--- src/rtl/freq_gate_counter.sv ---
// Gated frequency counter: counts synchronised rising edges of sig_in over GATE_CYCLES clk cycles,
// saturating at MAX_COUNT, and publishes each completed window on count_out with a count_valid pulse.
module freq_gate_counter #(
  parameter int GATE_CYCLES = 50_000_000,
  parameter int MAX_COUNT   = 9999,
  parameter int COUNT_W     = 20,
  parameter int SYNC_STAGES = 2
) (
  input  logic               clk,
  input  logic               reset,
  input  logic               sig_in,
  input  logic               enable,
  output logic [COUNT_W-1:0] count_out,
  output logic               count_valid,
  output logic               overflow,
  output logic               gate_active
);

  localparam int GATE_W = (GATE_CYCLES > 1) ? $clog2(GATE_CYCLES) : 1;
  localparam logic [GATE_W-1:0]  GATE_LAST = GATE_W'(GATE_CYCLES - 1);
  localparam logic [COUNT_W-1:0] MAX_CNT   = COUNT_W'(MAX_COUNT);

  typedef enum logic [1:0] {
    IDLE = 2'd0,
    ARM  = 2'd1,
    GATE = 2'd2
  } state_t;

  state_t               state;
  logic [SYNC_STAGES-1:0] sync_q;
  logic                 prev_q;
  logic                 edge_det;
  logic [GATE_W-1:0]    gate_cnt;
  logic [COUNT_W-1:0]   edge_cnt;
  logic [COUNT_W-1:0]   edge_nxt;
  logic                 ovf_acc;
  logic                 ovf_nxt;

  always_ff @(posedge clk) begin
    if (reset) begin
      sync_q <= '0;
      prev_q <= 1'b0;
    end else begin
      sync_q <= {sync_q[SYNC_STAGES-2:0], sig_in};
      prev_q <= sync_q[SYNC_STAGES-1];
    end
  end

  assign edge_det = sync_q[SYNC_STAGES-1] & ~prev_q;

  // Saturating accumulate: once the count reaches MAX_COUNT further edges only latch the overflow flag.
  always_comb begin
    edge_nxt = edge_cnt;
    ovf_nxt  = ovf_acc;
    if (edge_det) begin
      if (edge_cnt == MAX_CNT) begin
        ovf_nxt = 1'b1;
      end else begin
        edge_nxt = edge_cnt + COUNT_W'(1);
      end
    end
  end

  always_ff @(posedge clk) begin
    if (reset) begin
      state       <= IDLE;
      gate_cnt    <= '0;
      edge_cnt    <= '0;
      ovf_acc     <= 1'b0;
      count_out   <= '0;
      count_valid <= 1'b0;
      overflow    <= 1'b0;
      gate_active <= 1'b0;
    end else begin
      count_valid <= 1'b0;
      case (state)
        IDLE: begin
          gate_cnt    <= '0;
          edge_cnt    <= '0;
          ovf_acc     <= 1'b0;
          gate_active <= 1'b0;
          if (enable) begin
            state <= ARM;
          end
        end
        ARM: begin
          gate_cnt    <= '0;
          edge_cnt    <= '0;
          ovf_acc     <= 1'b0;
          gate_active <= enable;
          state       <= enable ? GATE : IDLE;
        end
        GATE: begin
          gate_active <= enable;
          if (gate_cnt == GATE_LAST) begin
            // The terminal cycle always completes, even when enable has just dropped.
            count_out   <= edge_nxt;
            overflow    <= ovf_nxt;
            count_valid <= 1'b1;
            gate_cnt    <= '0;
            edge_cnt    <= '0;
            ovf_acc     <= 1'b0;
            state       <= enable ? GATE : IDLE;
          end else if (!enable) begin
            gate_cnt <= '0;
            edge_cnt <= '0;
            ovf_acc  <= 1'b0;
            state    <= IDLE;
          end else begin
            gate_cnt <= gate_cnt + GATE_W'(1);
            edge_cnt <= edge_nxt;
            ovf_acc  <= ovf_nxt;
          end
        end
        default: begin
          state       <= IDLE;
          gate_active <= 1'b0;
        end
      endcase
    end
  end

endmodule

--- config.mk ---
export PLATFORM = sky130hd
export DESIGN_NAME = freq_gate_counter
export DESIGN_NICKNAME = d
export VERILOG_FILES = /design/src/rtl/freq_gate_counter.sv
export SDC_FILE = /design/constraint.sdc
export NUM_CORES = 1
export LEC_CHECK = 0
export BUFFER_PORTS_ARGS = -buffer_cell sky130_fd_sc_hd__buf_2
export CAP_MARGIN = 15
export CORE_MARGIN = 4
export CORE_UTILIZATION = 45
export CTS_CLUSTER_DIAMETER = 30
export DETAILED_ROUTE_END_ITERATION = 10
export PLACE_DENSITY = 0.69
export REMOVE_ABC_BUFFERS = 1
export SLEW_MARGIN = 20
export SYNTH_ARGS = -nofsm -noshare
export SYNTH_HDL_FRONTEND = slang
export SYNTH_SLANG_ARGS = --single-unit
--- constraint.sdc ---
create_clock -name clk -period 2.46 [get_ports clk]
set_input_delay 0.369 -clock clk [delete_from_list [all_inputs] [get_ports clk]]
set_output_delay 0.369 -clock clk [all_outputs]
set_load 0.01 [all_outputs]
After elaboration in Yosys (flattened, before gate mapping)
Index checks and enable logic that the tools add are counted.
Word-level totals
  register bits: 75
  output and inout bits: 23
  word-level logic and storage cells: 49
  bits of input ports: 4
Operators by class
  reduce and logical (&&, ||, !) cells: 8
  eq/ne operators: 6
  bitwise operators: 4
  add/sub/neg operators: 2
  muxes and demuxes: 19
Operators with widths (count)
  $mux 20: 4
  $mux 26: 2
  $pmux 26 s2: 1
  $pmux 20 s2: 1
  $add 26x1->26 const B: 1
  $eq 26x26->1 const B: 1
  $add 20x1->20 const B: 1
  $eq 20x14->1 const B: 1
  $mux 2: 4
  $reduce_or 2->1: 4
  $pmux 2 s3: 1
  $mux 1: 5
  $reduce_and 2->1: 2
  $ne 3x3->1 const B: 1
  $not 1->1: 3
  $eq 2x1->1 const B: 1
  $eq 2x2->1 const B: 1
  $logic_not 2->1: 1
  $ne 2x2->1 const B: 1
  $pmux 1 s2: 1
  $reduce_bool 2->1: 1
  $and 1x1->1: 1

Logic depth before layout (Yosys ltp)
Gate-level depths: netlist of the first run.
  depth after elaboration: 6
  mapped depth: 8
  mapped depth without buffers: 6

Worst setup path before layout of the first run
No wires, ideal clock.
  path type: flip-flop to flip-flop
  start point: register edge_cnt[0]
  end point: register count_out[10]
  clock period less this slack: 1.899 ns
  setup time: 0.086 ns
  cell stages (with the launch flop): 8
  data required time: 2.374 ns
  path slack: 0.561 ns
  arrival: 1.813 ns
  cell sequence: dfxtp_1 ha_1 and3_1 buf_2 nand2_1 or3_1 xor2_1 a211oi_1
On the way
  word-level cells in the longest chain between the ends: 3
Ends and longest elaborated chain
  from (decl): line 34  | logic [COUNT_W-1:0] edge_cnt;
  from (signal assigned): line 111  | edge_cnt <= edge_nxt;
  $add 20x1->20 / $eq 20x14->1 (equally long branches): line 59, 56
  $mux 20 (*): line 56  | if (edge_cnt == MAX_CNT) begin
  $mux 20 (*): line 55  | if (edge_det) begin
  to (signal assigned): line 97  | count_out <= edge_nxt;
  to (decl): line 13  | output logic [COUNT_W-1:0] count_out,
Every way passes the cells marked *; elsewhere a longest branch is shown, timed or not.
A chain may end at the register's enable or synchronous reset.

Worst setup path in the final report of the first run
  start point: register edge_cnt[4]
  end point: register count_out[5]
The elaborated chain is that of the path after synthesis.

==> flow_summary.ini, run 1 <==
[outcome]
outcome = complete, no violations

[placement]
numPortBuffers = 26
place_area_um2 = 3910
routabilityCongestion = 0.950
place_hpwl_mm = 5.65

[finish]
nNetsFinal = 474
area_growth_pct = 10.8
antenna_cells = 0
fin_area_um2 = 4110
drive_gt1_share_pct = 13.5

[logic_synthesis]
synth_area_leaders = dfxtp_1 40%, xnor2_1 5.9%, nor2_1 5.4%, nand2_1 5.0%, a211oi_1 2.8%
synth_area_um2 = 3710
synth_ff_type = dfxtp_1
synthArstFlopShare_pct = 0
yosys.area.top_type = dfxtp_1
ys_types = 53
seq_area_frac_synth_pct = 40.5
synth_warnings = 0
post-synth-top-count-cell = dfxtp_1
synth_top_area_share_pct = 40.5
avgSynthCellArea_um2 = 8.47
syn_inst = 438
synth_edf_count = 0
ys_ff_latch = 75
synthTopCellsByCount = 75 x dfxtp_1, 53 x nor2_1, 49 x nand2_1

[cts]
htreeDepth = 3
post_cts_buffers = 0
clkTransAtPathRegs_ns = 0.08
ctsHoldBuffers = 0
cts-root-buf = clkbuf_8
insertion_delay_ns = 0.35
cts_resized = 0
cts_buffers = 9
cts_tree = done
clockBufferDepth = 2
cts_sinks = 75

[route]
drt-total-wl_mm = 8.00
vias = 3185
drtIter0Drc = 145
ant_nets = 0
wl_per_cell_um = 14.1
drc_errors = 0
dr.pass1.iters = 5
routed_via_density = 5.60

[setup_path]
cpMaxStageDelayCell = nor4_1
path_max_fanout = 9
critPathLaunch = edge_cnt[4]$_SDFFE_PP0P_
crit_arrival_ns = 2.41
critical_path_class = flop to flop
critPathMaxStageDelay_ns = 0.45
worstReg2RegStart = edge_cnt[4]$_SDFFE_PP0P_
crit_chain = nor4_1 > nand4_1 > o21ai_1 > o21ai_0 > a311oi_1
endpoint_kind = flop
cp.required_ns = 2.71
start_kind = flop

[global_routing]
first_global_vias = 2834
antenna_found_initial = 0
grt_usage_pct = 16.8
grt_max_degree = 28
grt_pass1_wl_mm = 13.5
gr-total-overflow = 0

[die]
initial_core_util_pct = 47.0
coreArea_um2 = 7890
rows = 32
die_x_um = 98.8
pin_count = 27
die_area_um2 = 9760
die_h_um = 98.8

[sta]
rsz0062_at_grt = no
min_period_over_period_pct = 88.0
fin_setup_tns_ns = 0
max_freq_ghz = 0.462
min_period_ns = 2.16
hold_viol = 0
hold_ws_ns = 0.231
drv_slew = 0
setup_viol = 0
tightest_slew_ns = 0.571
slew-limit-headroom_pct = 61.8
finClkSkew_ns = 0.00980

[pwr]
p_leak_nw = 1.35
vdd_drop_max_uv = 248
power_density_nw_per_um2 = 547

[hold_path]
holdCritStartpoint = sig_in
hold_class = primary input to flop

[run]
drv_cap = 0
critical path: cells and delay by family (launching register included):
family	cells	cell delay, ns
simple gates	2	0.79
flops	1	0.40
compound gates	3	0.87
cell type report:
class / count / area, um^2
well taps: 102 / 128
fillers: 735 / 3770
clock buffers: 9 / 124
flip-flops and latches: 75 / 1500
inverters: 7 / 26.3
multi-input cells: 334 / 2060
repair buffers: 35 / 198
clock inverters: 7 / 77.6
cell families after synthesis:
group	after synthesis	synth area share [%]
AND/OR/NAND/NOR	203	28.7
AO/OA/AOI/OAI	85	15.1
flip-flops	75	40.5
XOR/XNOR	37	8.73
buffers and inverters	29	4.08
adder cells (fa/ha/maj)	8	2.70
multiplexers	1	0.270
metal layers:
layer	part of all wire, %	GRT usage (%)
met5	0	0
met4	1.8	6.93
met3	5.7	4.18
met2	44	25.5
met1	49	22.8
through the flow:
stage	cells	setup slack (ns)	util, %	power [mW]
after floorplan	416	0.107	-	1.30
after global placement	553	0.433	49.6	1.33
after detailed placement	553	0.369	49.6	1.33
after CTS	569	0.340	52.1	2.28
after global routing	569	0.117	52.1	2.33
final	569	0.296	52.1	2.25
layout by cell type, fill, tap and decap left out, types with 13 or more instances in the layout:
master,Yosys,routed
dfxtp_1,75,75
nor2_1,53,53
nand2_1,49,49
buf_2,12,26
xnor2_1,25,25
a21oi_1,18,18
nand3_1,17,17
o21ai_0,17,17
a211oi_1,14,14
nor4_1,13,13
sequential cells by signal (all words and copies together), names as in the netlist:
register	cells
gate_cnt	26
count_out	20
edge_cnt	20
state	2
sync_q	2
count_valid	1
gate_active	1
overflow	1
ovf_acc	1
prev_q	1
power by group:
part	switching [mW]	internal (mW)	leakage [nW]
Sequential	0.00682	1.22	0.605
Clock	0.472	0.475	0.0998
Combinational	0.0477	0.0267	0.647
Total	0.526	1.72	1.35
final timing paths:
kind	to	slack, ns	depth (start not counted)
hold / removal	sync_q[0]$_SDFF_PP0_	0.23	2
hold reg to reg	sync_q[1]$_SDFF_PP0_	0.45	1
setup reg to reg	count_out[5]$_SDFFE_PP0P_	0.30	5
setup / recovery	count_out[5]$_SDFFE_PP0P_	0.30	5
Note: power is estimated with default switching activity, not from simulation.
==> inputs of run 2 (changes only) <==
REMOVE_ABC_BUFFERS = unset   (was 1)
==> run 2 against run 1 <==
Hold slack better by 0.00079 ns. Power grew 2.6%. Largest cell class unchanged. Core utilization is 0.24 points higher. Setup slack barely moved. Critical path type unchanged. Clock power increased by 7%. Via count down 1.1%. Die area is the same. Combinational power down 2%.
==> flow_summary.ini, run 2 (synthesized netlist as in run 1, its figures left out) <==
[setup_path]
start_kind = flop
path_max_fanout = 9
reg2reg_depth = 5
crit_chain = nor4_1 > nand4_1 > o21ai_1 > o21ai_0 > a311oi_1
cp.required_ns = 2.73
endpoint_kind = flop
critPathMaxStageDelay_ns = 0.45
crit_arrival_ns = 2.43
r2r_end = count_out[5]$_SDFFE_PP0P_
r2r_setup_slack_ns = 0.30
worstReg2RegStart = edge_cnt[4]$_SDFFE_PP0P_
cpMaxStageDelayCell = nor4_1
critical_path_class = flop to flop

[cts]
cts_buffers = 9
cts-root-buf = clkbuf_8
cts_resized = 0
clockBufferDepth = 2
ctsHoldBuffers = 0
htreeDepth = 3
cts_tree = done
insertion_delay_ns = 0.36
clkTransAtPathRegs_ns = 0.09
post_cts_buffers = 0
cts_sinks = 75

[die]
rows = 32
die_h_um = 98.8
pin_count = 27
die_x_um = 98.8
coreArea_um2 = 7890
die_area_um2 = 9760
initial_core_util_pct = 47.0

[sta]
min_period_ns = 2.16
drv_slew = 0
slew-limit-headroom_pct = 59.3
hold_ws_ns = 0.232
rsz0062_at_grt = no
min_period_over_period_pct = 88.0
finClkSkew_ns = 0.0150
setup_viol = 0
tightest_slew_ns = 0.611
max_freq_ghz = 0.462
hold_viol = 0
fin_setup_tns_ns = 0

[route]
routed_via_density = 5.53
dr.pass1.iters = 4
ant_nets = 0
wl_per_cell_um = 14.2
drt-total-wl_mm = 8.11
vias = 3151
drc_errors = 0
drtIter0Drc = 186

[hold_path]
hold_class = primary input to flop
hold-path-cell-count = 2
min_to = sync_q[0]$_SDFF_PP0_
holdCritStartpoint = sig_in

[outcome]
outcome = complete, no violations

[finish]
antenna_cells = 0
top_register = gate_cnt
area_growth_pct = 11.3
final_common_cell = dfxtp_1
largest_register_ffs = 26
top_regs = gate_cnt (26), count_out (20), edge_cnt (20)
fillers = 784
drive_gt1_share_pct = 13.7
final_cell_mix = 75 x dfxtp_1, 53 x nor2_1, 49 x nand2_1
fin_area_um2 = 4130
nNetsFinal = 475

[global_routing]
grt_use_met3_pct = 4.32
grt_max_degree = 28
grt_pass1_wl_mm = 14.1
gr-total-overflow = 0
grt_use_met2_pct = 25.7
use_met1_pct = 24.9
busiest_layer = met2
first_global_vias = 2910
antenna_found_initial = 0
grt_usage_pct = 17.7

[pwr]
p_leak_nw = 1.37
power_density_nw_per_um2 = 558
vdd_drop_max_uv = 295
p_total_mw = 2.31

[run]
drv_cap = 0

[placement]
numPortBuffers = 26
place_hpwl_mm = 5.71
routabilityCongestion = 0.883
place_area_um2 = 3920

[logic_synthesis]
syn_nets = 450
run 2: cell types whose count changed in the layout (fill, tap and decap cells not counted), sizes merged:
cell | before | now
clkinv | 4 | 2
clkbuf | 9 | 12
buf | 35 | 36
inv | 8 | 7
run 2: critical path: cells and delay by family (launching register included):
kind / cells / cell delay [ns]
AO/OA/AOI/OAI: 3 / 0.87
flip-flops: 1 / 0.41
AND/OR/NAND/NOR: 2 / 0.78
run 2: layout make-up:
type                            count  area (um^2)  share of cell area (%)
Sequential cell                    75         1500                    36.3
Inverter                            7         26.3                   0.636
Multi-Input combinational cell    334         2060                    49.8
Timing Repair Buffer               36          205                    4.97
Tap cell                          102          128                    3.09
Clock buffer                       12          165                    4.00
Clock inverter                      4         47.5                    1.15
run 2: how the worst max path moves through the flow:
stage / from / to
floorplan: edge_cnt[0]$_SDFFE_PP0P_ / count_out[10]$_SDFFE_PP0P_
global placement: state[0]$_SDFFE_PP0P_ / gate_cnt[25]$_SDFFE_PP0P_
detailed placement: state[0]$_SDFFE_PP0P_ / gate_cnt[25]$_SDFFE_PP0P_
CTS: state[0]$_SDFFE_PP0P_ / gate_cnt[25]$_SDFFE_PP0P_
global route: edge_cnt[4]$_SDFFE_PP0P_ / count_out[5]$_SDFFE_PP0P_
finish: edge_cnt[4]$_SDFFE_PP0P_ / count_out[5]$_SDFFE_PP0P_
run 2: where the power goes:
group	internal [mW]	switching (mW)	total, mW
Combinational	0.0262	0.0471	0.0732
Sequential	1.22	0.00680	1.23
Clock	0.548	0.458	1.01
Total	1.79	0.512	2.31
run 2: through the flow:
stage | util [%] | cells | setup WS (ns)
finish | 52.4 | 570 | 0.295
global route | 52.4 | 570 | 0.132
CTS | 52.4 | 570 | 0.332
detailed placement | 49.7 | 554 | 0.348
global placement | 49.7 | 554 | 0.396
floorplan | - | 438 | 0.561
run 2: layer usage:
metal	up-vias	part of all wire (%)
li1	1618	-
met1	1466	50
met2	54	44
met3	13	4.0
met4	0	1.4
met5	-	0
==> inputs of run 3 (changes only) <==
CORE_UTILIZATION = 55   (was 45)
PLACE_DENSITY = 0.81   (was 0.69)
==> run 3 against run 2 <==
First-iteration DRC count increased by 19%. Critical endpoint is now count_out[10]$_SDFFE_PP0P_. Final area decreased by 1.1%. Clock skew fell by 0.0048 ns. Largest cell class unchanged.
==> flow_summary.ini, run 3 (synthesized netlist as in run 1, its figures left out) <==
[pwr]
seqPwrFrac_pct = 54.9
intPower_mw = 1.74
power_density_nw_per_um2 = 548
pwr-share-clk_pct = 41.8
comb_power_share_pct = 3.3
swShare_pct = 22.1
vdd_drop_max_uv = 345
switching_power_mw = 0.495
p_leak_nw = 1.35

[finish]
fin_area_um2 = 4090
fin_util_pct = 63.3
drive_gt1_share_pct = 13.2
final_cell_mix = 75 x dfxtp_1, 53 x nor2_1, 49 x nand2_1
top_regs = gate_cnt (26), count_out (20), edge_cnt (20)
nNetsFinal = 475
antenna_cells = 0
top_register = gate_cnt
final_common_cell = dfxtp_1
largest_register_ffs = 26
area_growth_pct = 10.1

[global_routing]
antenna_found_initial = 0
first_global_vias = 3062
grt_pass1_wl_mm = 14.4
gr-total-overflow = 0
grt_max_degree = 28
grt_usage_pct = 21.1

[setup_path]
path_depth = 6
start_kind = flop
reg2reg_depth = 6
cpMaxStageDelayCell = dfxtp_1
crit_arrival_ns = 2.43
cp_top_family = simple AND/OR/NAND/NOR gates
critical_path_class = flop to flop
cp-endpoint = count_out[10]$_SDFFE_PP0P_
r2r_end = count_out[10]$_SDFFE_PP0P_
critPathBufInv = 0
endpoint_kind = flop
crit_chain = ha_1 > and3_1 > nand2_1 > or3_1 > xor2_1 > a211oi_1
critPathLaunch = edge_cnt[0]$_SDFFE_PP0P_
path_max_fanout = 7
critPathMaxStageDelay_ns = 0.46
worstReg2RegStart = edge_cnt[0]$_SDFFE_PP0P_
r2r_setup_slack_ns = 0.29
cp.required_ns = 2.73

[cts]
cts_tree = done
post_cts_buffers = 0
cts_buffers = 9
ctsHoldBuffers = 0
clkTransAtPathRegs_ns = 0.08
htreeDepth = 3
cts_resized = 0
cts_sinks = 75
insertion_delay_ns = 0.34
cts-root-buf = clkbuf_8
clockBufferDepth = 2

[sta]
tightest_slew_ns = 0.581
min_period_over_period_pct = 88.2
setup_viol = 0
min_period_ns = 2.17
rsz0062_at_grt = no
hold_viol = 0
drv_slew = 0
finClkSkew_ns = 0.0102
setup_slack_ns = 0.291
max_freq_ghz = 0.461
slew-limit-headroom_pct = 61.2
fin_setup_tns_ns = 0

[die]
die_x_um = 90.1
pin_count = 27
initial_core_util_pct = 57.5
die_area_um2 = 8130
rows = 29
die_h_um = 90.1
coreArea_um2 = 6460

[route]
vias = 3280
ant_nets = 0
drtIter0Drc = 221
dr.pass1.iters = 5
drt-total-wl_mm = 8.15
wl_per_cell_um = 15.0
routed_via_density = 6.02
drc_errors = 0

[outcome]
outcome = complete, no violations

[placement]
numPortBuffers = 26
place_hpwl_mm = 5.64
routabilityCongestion = 0.925
place_ws_ns = 0.182
place_area_um2 = 3890

[logic_synthesis]
syn_nets = 450

[run]
drv_cap = 0

[hold_path]
hold-path-cell-count = 2
hold_class = primary input to flop
## run 3: cell types whose count changed in the layout (fill, tap and decap cells not counted), sizes merged
| cell | before | now |
|---|---|---|
| clkinvlp | 1 | 2 |
| clkinv | 2 | 1 |
## run 3: final cells by class
cell class,count,area (um^2)
Clock inverter,4,50.0
Inverter,7,26.3
Fill cell,555,2370
Timing Repair Buffer,36,205
Sequential cell,75,1500
Clock buffer,12,145
Multi-Input combinational cell,334,2060
Tap cell,77,96.3
## run 3: stage by stage
| stage | hold WS, ns | cells | total power [mW] |
|---|---|---|---|
| floorplan | 0.414 | 438 | 1.31 |
| global placement | 0.422 | 529 | 1.33 |
| detailed placement | 0.438 | 529 | 1.33 |
| CTS | 0.242 | 545 | 2.26 |
| global route | 0.253 | 545 | 2.33 |
| finish | 0.244 | 545 | 2.24 |
## run 3: routing by layer
metal / GRT usage (%) / wire length, um
met1: 29.0 / 3890
met3: 5.01 / 553
met2: 32.4 / 3620
met5: 0 / 0
met4: 7.40 / 89
## run 3: worst register-to-register path: cells and delay by family, from the launching register on
kind                     cells  cell delay, ns
AND/OR/NAND/NOR              3            0.97
flip-flops                   1            0.46
adder cells (fa/ha/maj)      1            0.31
AO/OA/AOI/OAI                1            0.21
XOR/XNOR                     1            0.16
## run 3: how the worst min path moves through the flow
stage	start	endpoint	slack (ns)
2_1_floorplan	sync_q[0]$_SDFF_PP0_	sync_q[1]$_SDFF_PP0_	0.41
3_3_place_gp	sync_q[0]$_SDFF_PP0_	sync_q[1]$_SDFF_PP0_	0.42
3_5_place_dp	sync_q[0]$_SDFF_PP0_	sync_q[1]$_SDFF_PP0_	0.44
4_1_cts	sig_in	sync_q[0]$_SDFF_PP0_	0.24
5_1_grt	sig_in	sync_q[0]$_SDFF_PP0_	0.25
6_report	sig_in	sync_q[0]$_SDFF_PP0_	0.24
## run 3: power groups by stage
stage	Clock [mW]	Combinational [mW]	Sequential, mW
after floorplan	0	0.0535	1.26
after global placement	0	0.0719	1.26
after detailed placement	0	0.0739	1.26
after CTS	0.958	0.0742	1.23
after global routing	1.01	0.0846	1.23
final	0.936	0.0747	1.23
